`src/rtl/mario_sprite_sequencer.sv`:
```
// Purpose : animation controller for Mario's big-sprite ROMs (stand, walk 1-3, jump);
//           picks ROM + mirror once per video frame and maps each pixel to a ROM address.
// Latency : frame logic updates on frame_tick edges; pixel path has 1 clock latency.
// Ports   : Clk/Reset (sync, active-low); frame_tick, walking, facing_left, airborne,
//           pos_x/pos_y (sprite top-left), DrawX/DrawY (scan position) in;
//           rom_addr, rom_sel, pix_valid, anim_state out (all registered). No backpressure.
module mario_sprite_sequencer #(
    parameter int SPR_W     = 21,
    parameter int SPR_H     = 41,
    parameter int FRAME_DIV = 6,
    parameter int ADDR_W    = 10
) (
    input  logic              Clk,
    input  logic              Reset,
    input  logic              frame_tick,
    input  logic              walking,
    input  logic              facing_left,
    input  logic              airborne,
    input  logic [9:0]        pos_x,
    input  logic [9:0]        pos_y,
    input  logic [9:0]        DrawX,
    input  logic [9:0]        DrawY,
    output logic [ADDR_W-1:0] rom_addr,
    output logic [2:0]        rom_sel,
    output logic              pix_valid,
    output logic [1:0]        anim_state
);

    localparam logic [1:0] ST_STAND = 2'd0;
    localparam logic [1:0] ST_WALK  = 2'd1;
    localparam logic [1:0] ST_JUMP  = 2'd2;

    localparam logic [5:0]        DIV_LAST = 6'(FRAME_DIV - 1);
    localparam logic [ADDR_W-1:0] W_A      = ADDR_W'(SPR_W);
    localparam logic [ADDR_W-1:0] W_LAST   = ADDR_W'(SPR_W - 1);
    localparam logic [10:0]       W_11     = 11'(SPR_W);
    localparam logic [10:0]       H_11     = 11'(SPR_H);

    // Frame-rate state
    logic [1:0] state;
    logic [1:0] walk_idx;
    logic [5:0] div_cnt;
    logic       mirror;
    logic [9:0] pos_x_l;
    logic [9:0] pos_y_l;

    logic [1:0] state_nxt;
    logic [1:0] walk_nxt;
    logic [5:0] div_nxt;
    logic [2:0] sel_nxt;

    // Tick update: airborne has priority over walking, walking over idle.
    always_comb begin
        state_nxt = state;
        walk_nxt  = walk_idx;
        div_nxt   = div_cnt;
        if (airborne) begin
            state_nxt = ST_JUMP;
        end else if (walking) begin
            if (state == ST_WALK) begin
                if (div_cnt == DIV_LAST) begin
                    div_nxt  = 6'd0;
                    walk_nxt = (walk_idx == 2'd3) ? 2'd1 : walk_idx + 2'd1;
                end else begin
                    div_nxt = div_cnt + 6'd1;
                end
            end else begin
                // Entering WALK restarts the cadence without advancing.
                state_nxt = ST_WALK;
                walk_nxt  = 2'd1;
                div_nxt   = 6'd0;
            end
        end else begin
            state_nxt = ST_STAND;
        end

        case (state_nxt)
            ST_WALK: sel_nxt = {1'b0, walk_nxt};
            ST_JUMP: sel_nxt = 3'd4;
            default: sel_nxt = 3'd0;
        endcase
    end

    always_ff @(posedge Clk) begin
        if (!Reset) begin
            state    <= ST_STAND;
            walk_idx <= 2'd1;
            div_cnt  <= 6'd0;
            mirror   <= 1'b0;
            pos_x_l  <= 10'd0;
            pos_y_l  <= 10'd0;
            rom_sel  <= 3'd0;
        end else if (frame_tick) begin
            state    <= state_nxt;
            walk_idx <= walk_nxt;
            div_cnt  <= div_nxt;
            mirror   <= facing_left;
            pos_x_l  <= pos_x;
            pos_y_l  <= pos_y;
            rom_sel  <= sel_nxt;
        end
    end

    assign anim_state = state;

    // Pixel path. Offsets are taken with a zero-extended 11-bit subtraction so a
    // negative offset shows up as bit 10 set instead of wrapping into the box.
    logic [10:0]       dx;
    logic [10:0]       dy;
    logic              inbox;
    logic [ADDR_W-1:0] col;
    logic [ADDR_W-1:0] addr_nxt;

    always_comb begin
        dx       = {1'b0, DrawX} - {1'b0, pos_x_l};
        dy       = {1'b0, DrawY} - {1'b0, pos_y_l};
        inbox    = !dx[10] && !dy[10] && (dx < W_11) && (dy < H_11);
        col      = mirror ? (W_LAST - ADDR_W'(dx)) : ADDR_W'(dx);
        addr_nxt = inbox ? (ADDR_W'(dy) * W_A + col) : '0;
    end

    always_ff @(posedge Clk) begin
        if (!Reset) begin
            rom_addr  <= '0;
            pix_valid <= 1'b0;
        end else begin
            rom_addr  <= addr_nxt;
            pix_valid <= inbox;
        end
    end

endmodule

```
`config.mk`:
```
export PLATFORM = sky130hd
export DESIGN_NAME = mario_sprite_sequencer
export DESIGN_NICKNAME = d
export VERILOG_FILES = /design/src/rtl/mario_sprite_sequencer.sv
export SDC_FILE = /design/constraint.sdc
export NUM_CORES = 1
export LEC_CHECK = 0
export CAP_MARGIN = 20
export CORE_UTILIZATION = 53
export CTS_CLUSTER_DIAMETER = 100
export DETAILED_ROUTE_END_ITERATION = 16
export GPL_ROUTABILITY_DRIVEN = 0
export PLACE_DENSITY = 0.76
export SYNTH_ARGS = -nofsm -noshare
export SYNTH_HDL_FRONTEND = slang
export SYNTH_SLANG_ARGS = --single-unit
```
`constraint.sdc`:
```
create_clock -name Clk -period 5.6 [get_ports Clk]
set_input_delay 0.84 -clock Clk [delete_from_list [all_inputs] [get_ports Clk]]
set_output_delay 0.84 -clock Clk [all_outputs]
set_load 0.05 [all_outputs]
```
# Yosys cells after proc, flatten, opt, wreduce, memory -nomap -nowiden
# Index checks and enable logic that the tools add are counted.
# totals
regBits	45
output_inout_bits	16
elab_cells	43
# op_classes
addsub	6
mul	1
order_cmp	2
eq_ne	5
muxes	12
n_bitwise	1
n_reduce_logical	7
# ops
cell	n
$sub 10x10->11	2
$mux 2	8
$mux 6	2
$lt 11x5->1 const B	1
$lt 11x6->1 const B	1
$add 10x10->10	1
$mul 10x5->10 const B	1
$mux 10	1
$sub 5x10->10 const A	1
$add 6x1->6 const B	1
$eq 6x3->1 const B	1
$pmux 3 s2	1
$eq 2x1->1 const B	2
$eq 2x2->1 const B	2
$logic_and 1x1->1	3
$reduce_and 3->1	1
$add 2x1->2 const B	1
$logic_not 1->1	2
$reduce_and 2->1	1
$not 1->1	1

# Longest topological paths before layout
# Gate-level depths: netlist (run 1).
# depth
word_depth	7
mapped_depth	22
depth_no_buf	22

# Worst setup path before layout (run 1)
# No wires, ideal clock.
# synth_path
kind	input-to-reg
startpoint	input DrawX[0]
endpoint	register rom_addr[9]
t_arrival_ns	4.772
required_ns	5.485
path_slack_ns	0.714
stages	20
path_buffers	0
path_cell_list	inv_1 > ha_1 > fa_1 > nor2b_4 > o21ai_0 > a21oi_1 > o21a_1 > nand2_1 > xnor2_1 > ha_1 > inv_1 > fa_1 > fa_1 > inv_1 > ha_1 > nor2b_1 > o21a_1 > o41a_1 > xnor2_1 > nor2_1
# synth_between
elab_chain_cells	6
elab_cells_between_ends	10
# synth_rtl
element	line	rtl
start, declared	21	input logic [9:0] DrawX,
$sub 10x10->11 (*)	115	dx = {1'b0, DrawX} - {1'b0, pos_x_l};
branches (longest 5 deep; another with $sub 5x10->10)	n/a	
end signal, assigned	127	rom_addr <= addr_nxt;
end, declared	23	output logic [ADDR_W-1:0] rom_addr,
# Mark *: on every way between the ends.
# A chain may end at the register's enable or synchronous reset.

# Worst setup path in the final report (run 1)
# Same ends and word-level chain as after synthesis.

==> metrics.txt, run 1 <==
# TYPE chip_impl_metric gauge
chip_impl_info{name="worst-setup-path-type",value="in2reg"} 1
chip_impl_info{name="cts.root.buffer_cell",value="sky130_fd_sc_hd__clkbuf_8"} 1
chip_impl_metric{name="grt_pass1_wl",unit="mm"} 12.0
chip_impl_metric{name="total_leakage_power",unit="nW"} 1.99
chip_impl_metric{name="clock_path_buffers",unit=""} 2
chip_impl_metric{name="post_synth_instance_area",unit="sq um"} 3690
chip_impl_metric{name="initialDrtViolationCount",unit=""} 78
chip_impl_info{name="yosysTopAreaCell",value="sky130_fd_sc_hd__dfxtp_1"} 1
chip_impl_metric{name="synth_top_area_frac",unit=""} 0.244
chip_impl_info{name="ys_top_cells_by_area",value="sky130_fd_sc_hd__dfxtp_1, sky130_fd_sc_hd__ha_1, sky130_fd_sc_hd__fa_1"} 1
chip_impl_metric{name="core.rowCount",unit=""} 30
chip_impl_metric{name="worst_pin_slew",unit="ns"} 0.877
chip_impl_metric{name="area_growth",unit="%"} 21.0
chip_impl_metric{name="grt_pass1_vias",unit=""} 2813
chip_impl_metric{name="wl",unit="mm"} 6.80
chip_impl_metric{name="syn_avg_cell_area",unit="sq um"} 8.72
chip_impl_metric{name="die_height",unit="um"} 85.4
chip_impl_metric{name="maximum_fanout_count_along_the_critical_path",unit=""} 4
chip_impl_metric{name="ys.warnings.count",unit=""} 0
chip_impl_info{name="postSynth.topFlopCell",value="sky130_fd_sc_hd__dfxtp_1"} 1
chip_impl_metric{name="synth_cell_type_count",unit=""} 45
chip_impl_metric{name="place_inst",unit=""} 556
chip_impl_info{name="unrepaired_setup_endpoints_after_global_routing",value="no"} 1
chip_impl_info{name="critPathSlowestCell",value="sky130_fd_sc_hd__fa_1"} 1
chip_impl_info{name="crit_chain",value="clkdlybuf4s50_1 -> inv_1 -> ha_1 -> fa_1 -> nor2b_4 -> o21ai_0 -> a21oi_1 -> o21a_1 -> nand2_1 -> xnor2_1 -> ha_1 -> inv_1 -> fa_1 -> fa_1 -> inv_1 -> ha_1 -> nor2b_1 -> o21a_1 -> o41a_1 -> xnor2_1 -> nor2_1"} 1
chip_impl_metric{name="path_clk_slew",unit="ns"} 0.09
chip_impl_metric{name="worstPathRequired",unit="ns"} 5.78
chip_impl_metric{name="power.density_cell_area",unit="nW/um^2"} 354
chip_impl_metric{name="core-area",unit="sq um"} 6760
chip_impl_metric{name="clk_latency",unit="ns"} 0.30
chip_impl_metric{name="wl_per_cell",unit="um"} 12.1
chip_impl_metric{name="dr_total_vias",unit=""} 2914
chip_impl_metric{name="count_of_hold_buffers_inserted_by_post_cts_repair",unit=""} 0
chip_impl_metric{name="total_routing_usage_gr",unit=""} 0.201
chip_impl_metric{name="tritoncts.num_buffers",unit=""} 5
chip_impl_metric{name="syn-instance-count",unit=""} 423
chip_impl_metric{name="cts-htree-levels",unit=""} 2
chip_impl_metric{name="synth-edff-count",unit=""} 0
chip_impl_metric{name="final_nets",unit=""} 592
chip_impl_metric{name="min_period_over_period",unit=""} 0.939
chip_impl_metric{name="initial_core_util",unit=""} 0.546
chip_impl_metric{name="initial_antenna_violation_count",unit=""} 0
chip_impl_metric{name="crit_arrival",unit="ns"} 5.44
chip_impl_info{name="most-common-layout-cells",value="sky130_fd_sc_hd__inv_1, sky130_fd_sc_hd__clkdlybuf4s50_1, sky130_fd_sc_hd__ha_1"} 1
chip_impl_metric{name="synth_seq_cells",unit=""} 45
chip_impl_metric{name="die_area",unit="sq um"} 7300
chip_impl_metric{name="postLayoutCoreUtil",unit=""} 0.661
chip_impl_metric{name="worst_vdd_drop",unit="uV"} 276
chip_impl_metric{name="finalHoldViolations",unit=""} 0
chip_impl_metric{name="antenna_cells",unit=""} 0
chip_impl_metric{name="place_hpwl",unit="mm"} 5.56
chip_impl_metric{name="post-route-drc-count",unit=""} 0
chip_impl_metric{name="portBuffers",unit=""} 61
chip_impl_info{name="run_status",value="completed"} 1
chip_impl_metric{name="totalPowerFinal",unit="W"} 0.00158
chip_impl_metric{name="final_max_slew_viol_count",unit=""} 0
chip_impl_metric{name="ioPinCount",unit=""} 62
chip_impl_metric{name="timing.final.setup_violations",unit=""} 0
chip_impl_metric{name="detail_route.vias_per_cell",unit=""} 5.17
chip_impl_metric{name="async_reset_ff_frac",unit=""} 0
chip_impl_metric{name="critPathMaxStageDelay",unit="ns"} 0.55
chip_impl_metric{name="grt_start_max_net_pins",unit=""} 32
chip_impl_metric{name="detailedRoute.firstPassIterationCount",unit=""} 4
chip_impl_metric{name="worst_slew_margin_rel",unit=""} 0.414
chip_impl_metric{name="yosysSeqAreaShare",unit=""} 0.244
chip_impl_metric{name="clock_sink_count",unit=""} 45
chip_impl_info{name="setup.worst_path.end_class",value="flop"} 1
chip_impl_info{name="cts_tree",value="built"} 1
chip_impl_metric{name="antenna_left",unit=""} 0
chip_impl_metric{name="grt_remaining_overflow",unit=""} 0
chip_impl_info{name="critPathTopFamily",value="adder cells"} 1
chip_impl_info{name="hp-class",value="reg2reg"} 1
chip_impl_metric{name="maxClockFrequency",unit="GHz"} 0.190
chip_impl_metric{name="cp.buffers_inverters",unit=""} 4
chip_impl_metric{name="drive_above_1_share",unit=""} 0.0413
chip_impl_metric{name="timing.final.crit_period",unit="ns"} 5.26
chip_impl_metric{name="final_cells",unit=""} 564
chip_impl_metric{name="die_x",unit="um"} 85.4
chip_impl_metric{name="maxCapViolations",unit=""} 0
chip_impl_metric{name="synth_nets",unit=""} 532
chip_impl_metric{name="skew",unit="ns"} 0.00940
chip_impl_info{name="timing.critical_path.from_type",value="primary input"} 1
[registers in the layout, indices dropped and copies added (netlist names)]
name and flops:
pos_y_l 10, div_cnt 6, rom_addr 10, pos_x_l 10, walk_idx 2, pix_valid 1, rom_sel 3, anim_state 2
mirror 1
[worst paths after layout]
kind	from	end	slack, ns	cells past startpoint
min	walk_idx[1]	walk_idx[1]	0.50	2
max	DrawX[0]	rom_addr[9]	0.34	21
min reg2reg	walk_idx[1]	walk_idx[1]	0.50	2
max reg2reg	pos_x_l[1]	rom_addr[9]	0.94	19
[cell usage after synthesis (all sizes together), types with 7 or more instances]
cell	n
nor2b	28
clkbuf	7
fa	13
ha	50
a21boi	8
nor2	38
dfxtp	45
a21oi	21
xnor2	19
o21ai	15
nand2b	8
mux2i	24
nand2	19
a21o	7
xor2	13
inv	61
[what timing repair did]
action                     in CTS  in global routing
resized for setup               0                  1
setup endpoints to repair       0                  1
buffers inserted                0                  0
[cell type report]
type | instances | area [sq um]
clock inverter | 3 | 21.3
timing repair buffer | 63 | 626
fill | 597 | 2290
inverter | 61 | 229
multi-input combinational | 307 | 2520
tap | 80 | 100
sequential | 45 | 901
clock buffer | 5 | 68.8
[per-stage QoR]
stage | instance area, sq um | setup WS (ns) | hold slack (ns) | TNS, ns
2_1_floorplan | 3690 | 0.714 | 0.457 | 0
3_3_place_gp | 4370 | 0.0704 | 0.472 | 0
3_5_place_dp | 4370 | -0.0112 | 0.480 | -0.0112
4_1_cts | 4460 | 0.312 | 0.496 | 0
5_1_grt | 4460 | 0.0169 | 0.530 | 0
6_report | 4460 | 0.343 | 0.496 | 0
[worst register-to-register path, cell delays in order, from the launching register on]
cell	delay, ns
sky130_fd_sc_hd__dfxtp_1	0.39
sky130_fd_sc_hd__inv_1	0.06
sky130_fd_sc_hd__ha_1	0.26
sky130_fd_sc_hd__nor2b_1	0.25
sky130_fd_sc_hd__o21ai_0	0.16
sky130_fd_sc_hd__o21ai_0	0.26
sky130_fd_sc_hd__xor2_1	0.36
sky130_fd_sc_hd__o21bai_1	0.20
sky130_fd_sc_hd__nand2_1	0.09
sky130_fd_sc_hd__xnor2_1	0.14
sky130_fd_sc_hd__ha_1	0.30
sky130_fd_sc_hd__fa_1	0.48
sky130_fd_sc_hd__inv_1	0.05
sky130_fd_sc_hd__fa_1	0.52
sky130_fd_sc_hd__inv_1	0.04
sky130_fd_sc_hd__ha_1	0.32
sky130_fd_sc_hd__o21a_1	0.14
sky130_fd_sc_hd__o41a_1	0.32
sky130_fd_sc_hd__xnor2_1	0.14
sky130_fd_sc_hd__nor2_1	0.05
[kinds of logic (layout without fill, tap and decap cells)]
group | count (synthesis) | after routing | share of synthesized area
multiplexers | 25 | 25 | 0.0682
flip-flops | 45 | 45 | 0.244
XOR/XNOR | 33 | 33 | 0.0821
buffers and inverters | 71 | 132 | 0.0740
AND/OR/NAND/NOR | 111 | 111 | 0.152
AO/OA/AOI/OAI | 75 | 75 | 0.139
adder cells (fa/ha/maj) | 63 | 63 | 0.240
[where the power goes]
group,leakage (nW),internal [W],switching (W)
Clock,0.0445,0.0000887,0.000120
Combinational,1.57,0.000508,0.000526
Sequential,0.368,0.000331,0.00000754
Total,1.99,0.000928,0.000653
[routing by layer]
layer | track usage | up-vias | share of wire
met2 | 0.346 | 50 | 0.49
met3 | 0.0263 | 7 | 0.033
met4 | 0.0606 | 0 | 0.013
met1 | 0.263 | 1337 | 0.47
met5 | 0 | - | 0
li1 | - | 1520 | -
Note: power is estimated with default switching activity, not from simulation.
==> run 2: changes to the inputs <==
Settings changed: HOLD_SLACK_MARGIN from default to 0.03, SETUP_SLACK_MARGIN from default to 0.4.
==> metrics.txt, run 2 (same netlist as run 1, synthesis figures left out) <==
# TYPE chip_impl_metric gauge
chip_impl_info{name="run_status",value="completed"} 1
chip_impl_metric{name="drive_above_1_share",unit=""} 0.122
chip_impl_info{name="grt-busiest-layer",value="met2"} 1
chip_impl_metric{name="timing.final.crit_period",unit="ns"} 5.04
chip_impl_info{name="timing.critical_path.from_type",value="primary input"} 1
chip_impl_metric{name="worst_pin_slew",unit="ns"} 0.886
chip_impl_metric{name="detail_route.vias_per_cell",unit=""} 5.21
chip_impl_metric{name="place_hpwl",unit="mm"} 5.56
chip_impl_metric{name="die_area",unit="sq um"} 7300
chip_impl_metric{name="global_route.usage.met1",unit=""} 0.264
chip_impl_metric{name="placement.setup.worst_slack",unit="ns"} -0.0112
chip_impl_metric{name="total_leakage_power",unit="nW"} 2.07
chip_impl_metric{name="path_clk_slew",unit="ns"} 0.09
chip_impl_info{name="unrepaired_setup_endpoints_after_global_routing",value="no"} 1
chip_impl_metric{name="setup_total_negative_slack",unit="ns"} 0
chip_impl_metric{name="grt_use_met2",unit=""} 0.349
chip_impl_metric{name="intPower",unit="W"} 0.00105
chip_impl_metric{name="swShare",unit=""} 0.415
chip_impl_metric{name="grt_use_met3",unit=""} 0.0263
chip_impl_metric{name="clk_latency",unit="ns"} 0.31
chip_impl_metric{name="timing.final.setup_violations",unit=""} 0
chip_impl_metric{name="finalHoldViolations",unit=""} 0
chip_impl_metric{name="tritoncts.num_buffers",unit=""} 5
chip_impl_metric{name="power.density_cell_area",unit="nW/um^2"} 378
chip_impl_metric{name="share_clk_of_total_power",unit=""} 0.118
chip_impl_metric{name="initialDrtViolationCount",unit=""} 98
chip_impl_metric{name="initial_antenna_violation_count",unit=""} 0
chip_impl_metric{name="core-area",unit="sq um"} 6760
chip_impl_metric{name="worstPathRequired",unit="ns"} 5.78
chip_impl_metric{name="maxClockFrequency",unit="GHz"} 0.199
chip_impl_metric{name="antenna_cells",unit=""} 0
chip_impl_metric{name="clock_sink_count",unit=""} 45
chip_impl_metric{name="final_nets",unit=""} 600
chip_impl_metric{name="area_growth",unit="%"} 28.6
chip_impl_info{name="most-common-layout-cells",value="sky130_fd_sc_hd__clkdlybuf4s50_1, sky130_fd_sc_hd__inv_1, sky130_fd_sc_hd__dfxtp_1"} 1
chip_impl_info{name="cts_tree",value="built"} 1
chip_impl_metric{name="timing.hold.ws",unit="ns"} 0.496
chip_impl_metric{name="final_max_slew_viol_count",unit=""} 0
chip_impl_info{name="layout_top_registers",value="pos_x_l (10), pos_y_l (10), rom_addr (10)"} 1
chip_impl_metric{name="die_height",unit="um"} 85.4
chip_impl_metric{name="worst_vdd_drop",unit="uV"} 298
chip_impl_metric{name="cts-htree-levels",unit=""} 2
chip_impl_info{name="hp-class",value="reg2reg"} 1
chip_impl_metric{name="grt_pass1_vias",unit=""} 2828
chip_impl_metric{name="antenna_left",unit=""} 0
chip_impl_metric{name="post-route-worst-setup-slack",unit="ns"} 0.563
chip_impl_metric{name="skew",unit="ns"} 0.0104
chip_impl_metric{name="grt_pass1_wl",unit="mm"} 12.0
chip_impl_metric{name="portBuffers",unit=""} 61
chip_impl_metric{name="maxCapViolations",unit=""} 0
chip_impl_metric{name="worst_slew_margin_rel",unit=""} 0.407
chip_impl_metric{name="min_period_over_period",unit=""} 0.899
chip_impl_metric{name="total_routing_usage_gr",unit=""} 0.202
chip_impl_metric{name="grt_start_max_net_pins",unit=""} 32
chip_impl_info{name="cts.root.buffer_cell",value="sky130_fd_sc_hd__clkbuf_8"} 1
chip_impl_metric{name="maximum_fanout_count_along_the_critical_path",unit=""} 4
chip_impl_info{name="worst-setup-path-type",value="in2reg"} 1
chip_impl_metric{name="core.rowCount",unit=""} 30
chip_impl_metric{name="post-route-drc-count",unit=""} 0
chip_impl_metric{name="share_comb_of_total_power",unit=""} 0.693
chip_impl_metric{name="wl",unit="mm"} 7.25
chip_impl_metric{name="postLayoutCoreUtil",unit=""} 0.702
chip_impl_metric{name="clock_path_buffers",unit=""} 2
chip_impl_metric{name="crit_arrival",unit="ns"} 5.22
chip_impl_info{name="setup.worst_path.end_class",value="flop"} 1
chip_impl_metric{name="filler_cell_count",unit=""} 552
chip_impl_metric{name="total_switching_power",unit="W"} 0.000744
chip_impl_metric{name="wl_per_cell",unit="um"} 12.7
chip_impl_metric{name="die_x",unit="um"} 85.4
chip_impl_metric{name="grt_remaining_overflow",unit=""} 0
chip_impl_metric{name="dr_total_vias",unit=""} 2978
chip_impl_metric{name="initial_core_util",unit=""} 0.546
chip_impl_metric{name="ioPinCount",unit=""} 62
chip_impl_metric{name="detailedRoute.firstPassIterationCount",unit=""} 5
chip_impl_metric{name="power.share.sequential",unit=""} 0.189
chip_impl_info{name="most_common_cell_after_layout_fill_and_taps_aside",value="sky130_fd_sc_hd__clkdlybuf4s50_1"} 1
run 2: cell types whose count changed in the layout (fill, tap and decap cells not counted), moves of 3 or more:
| cell | previous run | this run |
|---|---|---|
| sky130_fd_sc_hd__buf_4 | 2 | 10 |
| sky130_fd_sc_hd__ha_1 | 49 | 42 |
| sky130_fd_sc_hd__ha_4 | 0 | 7 |
| sky130_fd_sc_hd__a21oi_1 | 21 | 17 |
| sky130_fd_sc_hd__a21oi_2 | 0 | 3 |
| sky130_fd_sc_hd__inv_1 | 61 | 58 |
| sky130_fd_sc_hd__inv_2 | 0 | 3 |
| sky130_fd_sc_hd__o21ai_0 | 15 | 12 |
| sky130_fd_sc_hd__o31ai_1 | 3 | 0 |
| sky130_fd_sc_hd__o31ai_2 | 0 | 3 |
run 2: per-layer routing:
layer / routed length [um] / share of wire
met1: 3360 / 0.46
met2: 3620 / 0.50
met3: 171 / 0.024
met4: 99 / 0.014
met5: 0 / 0
run 2: worst paths after layout:
| kind | startpoint | to | slack, ns | cells after the start |
|---|---|---|---|---|
| hold reg to reg | walk_idx[1] | walk_idx[1] | 0.50 | 2 |
| setup reg to reg | pos_x_l[1] | rom_addr[9] | 1.05 | 19 |
| hold / removal | walk_idx[1] | walk_idx[1] | 0.50 | 2 |
| setup / recovery | DrawX[1] | rom_addr[9] | 0.56 | 19 |
run 2: layout make-up:
class	instances	area [sq um]	share of cell area
clock buffer	5	68.8	0.0145
clock inverter	3	21.3	0.00449
inverter	61	229	0.0483
multi-input combinational	307	2730	0.577
sequential	45	901	0.190
tap	80	100	0.0211
timing repair buffer	71	688	0.145
run 2: metrics by stage:
stage	std cells	cell area, sq um	total power, W
after floorplan	423	3690	0.00120
after global placement	556	4370	0.00136
after detailed placement	556	4370	0.00139
after CTS	564	4480	0.00162
after global routing	572	4740	0.00198
final	572	4740	0.00179
run 2: critical path, cell delays in order:
cell and delay [ns]:
sky130_fd_sc_hd__clkdlybuf4s50_1 0.48, sky130_fd_sc_hd__ha_1 0.23, sky130_fd_sc_hd__nor2b_4 0.14, sky130_fd_sc_hd__o31ai_2 0.23, sky130_fd_sc_hd__a21boi_4 0.26, sky130_fd_sc_hd__o21a_1 0.20
sky130_fd_sc_hd__nand2_1 0.09, sky130_fd_sc_hd__xnor2_1 0.16, sky130_fd_sc_hd__ha_1 0.28, sky130_fd_sc_hd__inv_1 0.05, sky130_fd_sc_hd__fa_1 0.46, sky130_fd_sc_hd__fa_1 0.50
sky130_fd_sc_hd__inv_1 0.07, sky130_fd_sc_hd__ha_4 0.24, sky130_fd_sc_hd__nor2b_2 0.15, sky130_fd_sc_hd__o21a_1 0.20, sky130_fd_sc_hd__o41a_1 0.43, sky130_fd_sc_hd__xnor2_1 0.15
sky130_fd_sc_hd__nor2_1 0.05
run 2: timing repair:
action                                  CTS  global route
endpoints found under the setup margin    2             3
setup buffers                             0             8
hold buffers                              0             0
cloned                                    0             0
pin swaps                                 1            23
gates resized for setup                   4            41
run 2: power by group through the flow:
| stage | combinational, W | sequential (W) | clock (W) |
|---|---|---|---|
| global route | 0.00140 | 0.000340 | 0.000234 |
| floorplan | 0.000848 | 0.000348 | 0 |
| detailed placement | 0.00104 | 0.000346 | 0 |
| global placement | 0.00101 | 0.000345 | 0 |
| finish | 0.00124 | 0.000339 | 0.000211 |
| CTS | 0.00107 | 0.000339 | 0.000217 |
==> patch (config.mk and constraints of run 1) <==
Change the parameter `ADDR_W` from 10 to 9.
--- a/src/rtl/mario_sprite_sequencer.sv
+++ b/src/rtl/mario_sprite_sequencer.sv
@@ -10,3 +10,3 @@
     parameter int FRAME_DIV = 6,
-    parameter int ADDR_W    = 10
+    parameter int ADDR_W    = 9
 ) (
Interface: changed (resized rom_addr); port bits go from 62 to 61. No check against the original RTL was run, so the function may have changed too.
==> patch against run 1 <==
The flow now finishes with violations (design-rule violations). Largest cell class unchanged. Power up 19%. Design area up 4.3%. Area after synthesis fell by 3.7%. Die area shrank 3.6%. Highest routed layer unchanged. Sequential cell count down 1. Core utilization grew 6.5 points. Sequential share of layout area down 1.3 points. Worst setup slack got worse by 58 ps. Synthesized cell count decreased by 7.8%. Final cell count shrank 0.89%. Clock power increased by 3%. Clock skew about the same. Wire length increased by 12%. Via count increased by 4.8%.
==> patch: results (changes against run 1) <==
Mean Syn Cell Area: 9.111 um2 (was 8.720 um2)
Worst Clk Skew: 9.755 ps (was 9.403 ps)
worst slew pin tran: 917.0 ps (was 876.9 ps)
area of placed instances: 0.004387 mm2 (was 0.004370 mm2)
pin count of the biggest net entering global routing: 32 (unchanged)
number of unique standard cell types used by synthesis: 58 (was 45)
number of antenna repair diodes: 0 (unchanged)
most frequent cells after synthesis: 47 x ha_1, 44 x dfxtp_1, 40 x inv_1 (was 61 x inv_1, 50 x ha_1, 45 x dfxtp_1)
wire length of the first global-routing pass: 13.03 mm (was 11.96 mm)
post-placement setup slack: -726.3 ps (was -11.18 ps)
Total Nets Final: 585 (was 592)
DP Cell Count: 541 (was 556)
via count of the first global-routing pass: 3032 (was 2813)
top area cells in the synthesized netlist: dfxtp_1 25%, ha_1 17%, mux2i_1 6.5%, fa_1 6.2%, nor2b_1 4.8% (was dfxtp_1 24%, ha_1 17%, fa_1 7.1%, mux2i_1 6.5%, inv_1 6.2%)
final HPWL from detailed placement: 5.691 mm (was 5.562 mm)
largest fanout of any net on the critical path: 3 (was 4)
outcome: finished with violations (was completed)
count of unresolved DRC violations after routing: 5 (was 0)
worst skew pair latency: 310 ps
Leakage Power: 2.012 nW (was 1.985 nW)
fraction of final layout cells sized beyond drive strength 1: 15.98% (was 4.132%)
violated checks: design-rule violations
clock-pin slew on the worst setup and hold paths: 100 ps
WL final: 7.630 mm (was 6.804 mm)
Max rail drop VDD: 0.2504 mV (was 0.2755 mV)
number of buffers on the longest clock path: 2 (unchanged)
mean number of vias per cell: 5.465 (was 5.167)
sequential cell area fraction in the yosys report: 24.79% (was 24.42%)
root buffer selected by CTS: clkbuf_8 (unchanged)
DR iter-0 viols: 76 (was 78)
overall fraction of global-route tracks in use: 22.74% (was 20.13%)
number of warnings issued by yosys: 0 (unchanged)
CTS buffer count: 5 (unchanged)
number of buffer cells added on primary ports: 60 (was 61)
Synth Net Count: 494 (was 532)
First-pass DRT Iterations: 11 (was 4)
top flop regs: pos_x_l x10, pos_y_l x10, rom_addr x9 (was pos_x_l x10, pos_y_l x10, rom_addr x10)
top flip-flop cell by instance count after synthesis: dfxtp_1 (unchanged)
number of enable-type register cells in the synthesized netlist: 0 (unchanged)
CP arrival: 5530 ps (was 5440 ps)
share of flip-flops with an asynchronous set or reset: 0% (unchanged)
# H-tree levels: 2 (unchanged)
total via count after detailed routing: 3055 (was 2914)
-- patch: logic make-up (layout without fill, tap and decap cells) --
| family | Yosys count | in the layout | share of synthesized area [%] |
|---|---|---|---|
| xor+xnor | 30 | 30 | 7.782 |
| flops | 44 | 44 | 24.79 |
| fa+ha+maj | 58 | 58 | 22.75 |
| buf+inv | 52 | 144 | 5.880 |
| compound gates | 72 | 72 | 14.33 |
| mux | 23 | 23 | 6.479 |
| simple gates | 111 | 111 | 17.99 |
-- patch: timing repair --
item | CTS | global route
pin swaps | 13 | 16
hold buffers | 0 | 0
buffers inserted | 9 | 1
gates resized for setup | 15 | 13
setup endpoints to repair | 1 | 2
-- patch: routing by layer --
layer | track usage (%) | up-vias | routed length [um]
met1 | 25.26 | 1432 | 3296
met2 | 42.55 | 76 | 3845
met4 | 8.621 | 0 | 185
met5 | 0 | - | 0
met3 | 4.253 | 16 | 302
li1 | - | 1531 | -
-- patch: worst max-delay path, stage by stage --
cell and delay, ps:
clkbuf_2 80, inv_1 50, ha_2 190, inv_2 40, fa_1 510, inv_2 60
ha_4 160, or3b_4 380, o311ai_4 80, o311ai_2 130, a21bo_2 260, xor2_2 140
ha_1 290, fa_1 500, inv_2 40, fa_1 510, inv_2 60, ha_4 240
o21ai_2 60, o21bai_1 70, a21oi_1 180, xnor3_1 240, xor2_1 160, xnor2_1 120
nor3_1 140
-- patch: metrics by stage --
step / hold slack, ps / setup TNS [ps]
5_1_grt: 522.7 / 0
2_1_floorplan: 456.6 / 0
3_5_place_dp: 482.9 / -1241
3_3_place_gp: 470.7 / -715.1
6_report: 495.2 / 0
4_1_cts: 498.0 / 0
-- patch: power by group --
part,internal [mW],switching [mW],total [mW]
clock network,0.0920,0.124,0.216
logic,0.751,0.589,1.34
registers,0.324,0.00720,0.331
total,1.17,0.720,1.89
-- patch: layout make-up --
cell class	count	area, um2
Tap cell	77	96.34
Fill cell	510	1765
Timing Repair Buffer	96	868.3
Clock inverter	3	26.28
Multi-Input combinational cell	294	2566
Sequential cell	44	880.8
Inverter	40	150.1
Clock buffer	5	68.82
-- patch: path summary, 6_finish.rpt --
path / slack, ps / endpoint / startpoint / cells after the start
worst max-delay path: 290 / rom_addr[8]$_SDFF_PN0_ / DrawX[0] / 25
worst min register to register: 500 / walk_idx[1]$_SDFFE_PN0P_ / walk_idx[1]$_SDFFE_PN0P_ / 2
worst min-delay path: 500 / walk_idx[1]$_SDFFE_PN0P_ / walk_idx[1]$_SDFFE_PN0P_ / 2
worst max register to register: 600 / rom_addr[8]$_SDFF_PN0_ / pos_x_l[0]$_SDFFE_PN0P_ / 23
